`src/rtl/exe_mem_req_if.sv`:
```
// rtl/exe_mem_req_if.sv - SRAM-like request/response bus between exe_mem_req and memory
interface exe_mem_req_if #(
   parameter int DATA_W = 32,
   parameter int ADDR_W = 32
);
   logic                req;
   logic                wr;
   logic [1:0]          size;
   logic [ADDR_W-1:0]   addr;
   logic [DATA_W/8-1:0] wstrb;
   logic [DATA_W-1:0]   wdata;
   logic                addr_ok;
   logic                data_ok;
   logic [DATA_W-1:0]   rdata;

   modport master (
      output req, wr, size, addr, wstrb, wdata,
      input  addr_ok, data_ok, rdata
   );

   modport slave (
      input  req, wr, size, addr, wstrb, wdata,
      output addr_ok, data_ok, rdata
   );
endinterface

```
`src/rtl/exe_mem_req.sv`:
```
// rtl/exe_mem_req.sv - execute-stage load/store request unit with held result register
// EXE_MEM_ALE_EN: trap misaligned ops as exc_ale instead of forcing them aligned
module exe_mem_req #(
   parameter int DATA_W = 32,
   parameter int ADDR_W = 32,
   parameter int DEST_W = 5
) (
   input  logic              clk,
   input  logic              reset,
   input  logic              in_valid,
   output logic              in_ready,
   input  logic              in_store,
   input  logic [1:0]        in_size,
   input  logic              in_sign,
   input  logic [ADDR_W-1:0] in_addr,
   input  logic [DATA_W-1:0] in_wdata,
   input  logic [DEST_W-1:0] in_dest,
   input  logic              flush,
   exe_mem_req_if.master     mem,
   output logic              out_valid,
   input  logic              out_ready,
   output logic [DATA_W-1:0] out_data,
   output logic [DEST_W-1:0] out_dest,
   output logic              exc_ale,
   output logic [ADDR_W-1:0] bad_addr
);
   localparam int NB    = DATA_W / 8;
   localparam int OFF_W = $clog2(NB);

   typedef enum logic [1:0] {S_IDLE, S_REQ, S_WAIT} state_t;

   state_t              state_q, state_d;
   logic                req_q, req_d;
   logic                wr_q, wr_d;
   logic [1:0]          size_q, size_d;
   logic [ADDR_W-1:0]   addr_q, addr_d;
   logic [NB-1:0]       wstrb_q, wstrb_d;
   logic [DATA_W-1:0]   wdata_q, wdata_d;
   logic                sign_q, sign_d;
   logic [OFF_W-1:0]    off_q, off_d;
   logic [DEST_W-1:0]   dest_q, dest_d;
   logic                cancel_q, cancel_d;
   logic                out_valid_q, out_valid_d;
   logic [DATA_W-1:0]   out_data_q, out_data_d;
   logic [DEST_W-1:0]   out_dest_q, out_dest_d;
`ifdef EXE_MEM_ALE_EN
   logic                exc_ale_q, exc_ale_d;
   logic [ADDR_W-1:0]   bad_addr_q, bad_addr_d;
   logic                misaligned;
`endif

   logic [OFF_W-1:0]    in_off, size_mask, eff_off;
   logic [NB-1:0]       in_strb;
   logic [DATA_W-1:0]   in_rep;
   logic [DATA_W-1:0]   shifted, ld_data;
   logic                sbit;
   logic                accept;

   // Lane offset is rounded down to the access size so an unaligned op still hits legal lanes.
   always_comb begin
      in_off    = in_addr[OFF_W-1:0];
      size_mask = OFF_W'((32'd1 << in_size) - 32'd1);
      eff_off   = in_off & ~size_mask;
`ifdef EXE_MEM_ALE_EN
      misaligned = (in_off & size_mask) != '0;
`endif
      in_strb = '0;
      in_rep  = '0;
      for (int b = 0; b < NB; b++) begin
         if (b >= int'(eff_off) && b < int'(eff_off) + (1 << in_size))
            in_strb[b] = 1'b1;
         in_rep[8*b +: 8] = in_wdata[8*(b & int'(size_mask)) +: 8];
      end
   end

   // Loaded bytes come down to lane 0; bytes above the access size take the extension bit.
   always_comb begin
      shifted = mem.rdata >> {off_q, 3'b000};
      ld_data = '0;
      sbit    = 1'b0;
      for (int b = 0; b < NB; b++) begin
         if (b < (1 << size_q)) begin
            ld_data[8*b +: 8] = shifted[8*b +: 8];
            sbit              = shifted[8*b + 7];
         end
      end
      for (int b = 0; b < NB; b++) begin
         if (b >= (1 << size_q))
            ld_data[8*b +: 8] = {8{sign_q & sbit}};
      end
   end

   always_comb begin
      in_ready    = (state_q == S_IDLE) && (!out_valid_q || out_ready) && !flush;
      accept      = in_valid && in_ready;
      state_d     = state_q;
      req_d       = req_q;
      wr_d        = wr_q;
      size_d      = size_q;
      addr_d      = addr_q;
      wstrb_d     = wstrb_q;
      wdata_d     = wdata_q;
      sign_d      = sign_q;
      off_d       = off_q;
      dest_d      = dest_q;
      cancel_d    = cancel_q;
      out_valid_d = out_valid_q;
      out_data_d  = out_data_q;
      out_dest_d  = out_dest_q;
`ifdef EXE_MEM_ALE_EN
      exc_ale_d   = exc_ale_q;
      bad_addr_d  = bad_addr_q;
`endif
      if (out_valid_q && out_ready)
         out_valid_d = 1'b0;
      if (flush)
         out_valid_d = 1'b0;

      case (state_q)
         S_IDLE: begin
            if (accept) begin
               wr_d     = in_store;
               size_d   = in_size;
               addr_d   = {in_addr[ADDR_W-1:OFF_W], eff_off};
               wstrb_d  = in_store ? in_strb : '0;
               wdata_d  = in_rep;
               sign_d   = in_sign;
               off_d    = eff_off;
               dest_d   = in_dest;
               cancel_d = 1'b0;
`ifdef EXE_MEM_ALE_EN
               if (misaligned) begin
                  out_valid_d = 1'b1;
                  out_data_d  = '0;
                  out_dest_d  = in_store ? '0 : in_dest;
                  exc_ale_d   = 1'b1;
                  bad_addr_d  = in_addr;
               end else begin
                  state_d = S_REQ;
                  req_d   = 1'b1;
               end
`else
               state_d = S_REQ;
               req_d   = 1'b1;
`endif
            end
         end
         S_REQ: begin
            if (mem.addr_ok) begin
               state_d  = S_WAIT;
               req_d    = 1'b0;
               cancel_d = flush;
            end else if (flush) begin
               state_d = S_IDLE;
               req_d   = 1'b0;
            end
         end
         S_WAIT: begin
            if (flush)
               cancel_d = 1'b1;
            if (mem.data_ok) begin
               state_d  = S_IDLE;
               cancel_d = 1'b0;
               if (!cancel_q && !flush) begin
                  out_valid_d = 1'b1;
                  out_data_d  = wr_q ? '0 : ld_data;
                  out_dest_d  = wr_q ? '0 : dest_q;
`ifdef EXE_MEM_ALE_EN
                  exc_ale_d   = 1'b0;
                  bad_addr_d  = '0;
`endif
               end
            end
         end
         default: state_d = S_IDLE;
      endcase
   end

   always_ff @(posedge clk) begin
      if (reset) begin
         state_q     <= S_IDLE;
         req_q       <= 1'b0;
         wr_q        <= 1'b0;
         size_q      <= '0;
         addr_q      <= '0;
         wstrb_q     <= '0;
         wdata_q     <= '0;
         sign_q      <= 1'b0;
         off_q       <= '0;
         dest_q      <= '0;
         cancel_q    <= 1'b0;
         out_valid_q <= 1'b0;
         out_data_q  <= '0;
         out_dest_q  <= '0;
`ifdef EXE_MEM_ALE_EN
         exc_ale_q   <= 1'b0;
         bad_addr_q  <= '0;
`endif
      end else begin
         state_q     <= state_d;
         req_q       <= req_d;
         wr_q        <= wr_d;
         size_q      <= size_d;
         addr_q      <= addr_d;
         wstrb_q     <= wstrb_d;
         wdata_q     <= wdata_d;
         sign_q      <= sign_d;
         off_q       <= off_d;
         dest_q      <= dest_d;
         cancel_q    <= cancel_d;
         out_valid_q <= out_valid_d;
         out_data_q  <= out_data_d;
         out_dest_q  <= out_dest_d;
`ifdef EXE_MEM_ALE_EN
         exc_ale_q   <= exc_ale_d;
         bad_addr_q  <= bad_addr_d;
`endif
      end
   end

   assign mem.req   = req_q;
   assign mem.wr    = wr_q;
   assign mem.size  = size_q;
   assign mem.addr  = addr_q;
   assign mem.wstrb = wstrb_q;
   assign mem.wdata = wdata_q;
   assign out_valid = out_valid_q;
   assign out_data  = out_data_q;
   assign out_dest  = out_dest_q;
`ifdef EXE_MEM_ALE_EN
   assign exc_ale   = exc_ale_q;
   assign bad_addr  = bad_addr_q;
`else
   assign exc_ale   = 1'b0;
   assign bad_addr  = '0;
`endif
endmodule

```
`src/flat_wrapper.sv`:
```
// flat-port wrapper written by rule: the top's interface ports become plain ports
module exe_mem_req_flat 
#(
   parameter int DATA_W = 32,
   parameter int ADDR_W = 32,
   parameter int DEST_W = 5
)
  (clk, reset, in_valid, in_ready, in_store, in_size, in_sign, in_addr, in_wdata, in_dest, flush, out_valid, out_ready, out_data, out_dest, exc_ale, bad_addr, mem_req, mem_wr, mem_size, mem_addr, mem_wstrb, mem_wdata, mem_addr_ok, mem_data_ok, mem_rdata);
  exe_mem_req_if #(.DATA_W(DATA_W), .ADDR_W(ADDR_W)) mem_i ();
  input  logic clk;
  input  logic reset;
  input  logic in_valid;
  output logic in_ready;
  input  logic in_store;
  input  logic [1:0] in_size;
  input  logic in_sign;
  input  logic [ADDR_W-1:0] in_addr;
  input  logic [DATA_W-1:0] in_wdata;
  input  logic [DEST_W-1:0] in_dest;
  input  logic flush;
  output logic out_valid;
  input  logic out_ready;
  output logic [DATA_W-1:0] out_data;
  output logic [DEST_W-1:0] out_dest;
  output logic exc_ale;
  output logic [ADDR_W-1:0] bad_addr;
  output wire logic [$bits(mem_i.req)-1:0] mem_req;
  output wire logic [$bits(mem_i.wr)-1:0] mem_wr;
  output wire logic [$bits(mem_i.size)-1:0] mem_size;
  output wire logic [$bits(mem_i.addr)-1:0] mem_addr;
  output wire logic [$bits(mem_i.wstrb)-1:0] mem_wstrb;
  output wire logic [$bits(mem_i.wdata)-1:0] mem_wdata;
  input wire logic [$bits(mem_i.addr_ok)-1:0] mem_addr_ok;
  input wire logic [$bits(mem_i.data_ok)-1:0] mem_data_ok;
  input wire logic [$bits(mem_i.rdata)-1:0] mem_rdata;
  assign mem_req = mem_i.req;
  assign mem_wr = mem_i.wr;
  assign mem_size = mem_i.size;
  assign mem_addr = mem_i.addr;
  assign mem_wstrb = mem_i.wstrb;
  assign mem_wdata = mem_i.wdata;
  assign mem_i.addr_ok = mem_addr_ok;
  assign mem_i.data_ok = mem_data_ok;
  assign mem_i.rdata = mem_rdata;
  exe_mem_req #(.DATA_W(DATA_W), .ADDR_W(ADDR_W), .DEST_W(DEST_W)) u_core (.clk(clk), .reset(reset), .in_valid(in_valid), .in_ready(in_ready), .in_store(in_store), .in_size(in_size), .in_sign(in_sign), .in_addr(in_addr), .in_wdata(in_wdata), .in_dest(in_dest), .flush(flush), .mem(mem_i), .out_valid(out_valid), .out_ready(out_ready), .out_data(out_data), .out_dest(out_dest), .exc_ale(exc_ale), .bad_addr(bad_addr));
endmodule
```
`config.mk`:
```
export PLATFORM = sky130hd
export DESIGN_NAME = exe_mem_req_flat
export DESIGN_NICKNAME = d
export VERILOG_FILES = /design/src/rtl/exe_mem_req_if.sv /design/src/rtl/exe_mem_req.sv /design/src/flat_wrapper.sv
export SDC_FILE = /design/constraint.sdc
export NUM_CORES = 1
export LEC_CHECK = 0
export CAP_MARGIN = 0
export CORE_MARGIN = 1.5
export CORE_UTILIZATION = 41
export DETAILED_ROUTE_END_ITERATION = 8
export GPL_TIMING_DRIVEN = 1
export PLACE_DENSITY = 0.88
export SETUP_SLACK_MARGIN = 0.5
export SYNTH_ARGS = -nofsm -noshare
export SYNTH_HDL_FRONTEND = slang
export SYNTH_SLANG_ARGS = --single-unit
```
`constraint.sdc`:
```
create_clock -name clk -period 2.7 [get_ports clk]
set_input_delay 0.54 -clock clk [delete_from_list [all_inputs] [get_ports clk]]
set_output_delay 0.54 -clock clk [all_outputs]
set_load 0.01 [all_outputs]
```
==> run metrics <==
final hold vios=0; effective utilization at floorplan=0.425; die area=roughly 0.014 mm2; per-cell routed wire length=16.2 um; Worst-Skew Late Latency=a little over 0.4 ns; 1st-iter DRT viols=449; Post-DRT Antenna Nets=0; number of global-route vias before repair=slightly above 5,000; final setup TNS=0 ns; P per Cell Area=~580 mW/mm2; CTS tree=yes; area growth from synthesis to layout=52.9%; startpoint types=register; most frequent cells in the layout=clkdlybuf4s50_1, nand2_1, dfxtp_1, a21oi_1, nor2_1; first-pass GRT wire length=around 26,000 um; Final nets=960; clk_skew=0.00927 ns; GRT Overall Usage=0.236; CP Max Fanout=3; Worst-Margin Slew=between 0.6 and 0.7 ns; Ports=256; #FFs+latches synth=around 120; critical-path cell list=inv_1, ha_2, nor2b_2, and2_1, dlygate4sd2_1; Setup Viol. Count Final=0; yosys warns=0; clk sinks=119; Worst Path Arrival=roughly 1.6 ns; CTS H-tree lvls=4; maximum capacitance violations=0; Util after Layout=0.649; largest net degree at the start of global routing=just under 80; Residual DRC=0; Root Driver=clkbuf_16; Final GP Congestion=roughly 0.86; leak pwr=a little over 3 nW; routed vias=5,263; status=complete, no violations; commonest non-fill, non-tap cell in the layout=clkdlybuf4s50_1; slowest cell on the critical path=dfxtp_2; hold_buf cts=0; slowest stage delay, CP=roughly 0.34 ns; Port-buffer cells=between 200 and 250; Relative slew margins=0.596; clock transition at the registers of the reported paths=around 0.050 ns; crit path kind=register to output pin; fmax=approximately 470 MHz; final critical-path required period=about 2.1 ns; Unique masters post-synth=42; Die Wd=118 um; first drt pass iteration count=5; share of cells above drive strength 1=0.0876; Mapped Area=around 0.0054 mm2; post-synthesis sequential area ratio=0.439; routed wire length=around 17,000 um; initial antenna violation count=0; final worst path period share=0.783; EDFF count, synth=0; Primary FF master, synth=dfxtp_1; antenna cells=0; FF-to-FF setup slack=~0.76 ns; CTS Buffer Depth=2; critical path data required time=about 2.2 ns; Post-Layout Inst Area=about 0.0083 mm2; Hold Path Class=register to register; Core Box Area=~0.013 mm2; GRT overflow=0; RSZ-0062 raised after global routing=no; Peak VDD IR=between 0.0004 and 0.0005 V; placed wire-length estimate=roughly 12,000 um; placed instance area=about 0.0077 mm2; Cells after Synth=around 640; synthesized area per cell=roughly 8.5 um2; Slew Limit Fails=0; Vias/cell=between 5 and 6; row cnt=between 40 and 50; total CTS buffers=17; Die Y=between 100 and 150 um; Worst Setup End Kind=output pin; asr flop ratio synth=0
cells in the mapped netlist (all sizes together), types with 5 or more instances:
cell	instances	area [um2]
nand2b	5	31.3
nor3b	8	60.1
mux2	8	90.1
nand2	147	552
ha	5	62.6
o21ai	28	140
a221o	16	160
clkbuf	35	131
buf	46	323
a22oi	8	60.1
nor2b	7	43.8
a211oi	15	113
dfxtp	119	2380
nor2	44	165
mux2i	24	240
a311oi	8	70.1
mux4	8	180
a21oi	71	355
timing repair:
action,CTS,global route
endpoints found under the setup margin,10,13
buffers inserted,0,0
resized for setup,4,7
endpoints found under the hold margin,0,0
critical path: cells and delay by family, from the launching register on:
family,cells,cell delay (ns)
buffers and inverters,2,0.34
adders and majority gates,1,0.19
DFF,1,0.34
and+or+nand+nor,2,0.30
worst paths after layout:
check	startpoint	endpoint	cells after the start
setup / recovery	u_core.state_q[0]	in_ready	5
hold / removal	u_core.dest_q[4]	u_core.dest_q[4]	2
hold reg to reg	u_core.dest_q[4]	u_core.dest_q[4]	2
setup reg to reg	u_core.state_q[0]	u_core.out_data[25]	6
per-layer routing:
layer,up-vias,global-route usage,part of all wire
li1,2569,-,-
met4,0,0.114,0.031
met5,-,0,0
met3,42,0.0770,0.071
met2,221,0.371,0.48
met1,2431,0.290,0.42
metrics by stage:
| stage | hold WS, ns | std cells | setup WS, ns | power, mW |
|---|---|---|---|---|
| 6_report | 0.450 | 1028 | 0.586 | 4.85 |
| 3_5_place_dp | 0.443 | 996 | -0.00595 | 2.62 |
| 5_1_grt | 0.468 | 1028 | 0.496 | 5.04 |
| 3_3_place_gp | 0.433 | 996 | 0.0912 | 2.61 |
| 4_1_cts | 0.451 | 1028 | 0.527 | 4.88 |
| 2_1_floorplan | 0.432 | 669 | 0.575 | 2.26 |
area by class of cell:
class / count / area, um2
tap: 172 / 215
clock inverter: 7 / 91.3
clock buffer: 25 / 505
fill: 1021 / 4480
sequential: 119 / 2390
timing repair buffer: 236 / 2360
multi-input combinational: 465 / 2720
inverter: 4 / 15.0
state kept, by name (all words and copies together), names as in the netlist, 2 cells and up:
signal and flops:
u_core.out_dest 5, u_core.mem.wdata 32, u_core.mem.wstrb 4, u_core.state_q 2, u_core.mem.addr 31, u_core.out_data 32, u_core.dest_q 5, u_core.mem.size 2
power by group:
part	switching (mW)	internal, mW	total, mW
sequential	0.0404	1.83	1.87
combinational	0.345	0.378	0.723
clock	0.779	1.48	2.26
cell families (layout without fill, tap and decap cells):
logic type,after synthesis,count (layout),synth area share
other cells,1,33,0.000691
flops,119,119,0.439
fa+ha+maj,5,5,0.0115
mux,40,40,0.0941
xor+xnor,2,2,0.00323
simple gates,228,228,0.182
buf+inv,85,272,0.0865
compound gates,157,157,0.183
No activity file was read; power rests on OpenSTA's default activity.
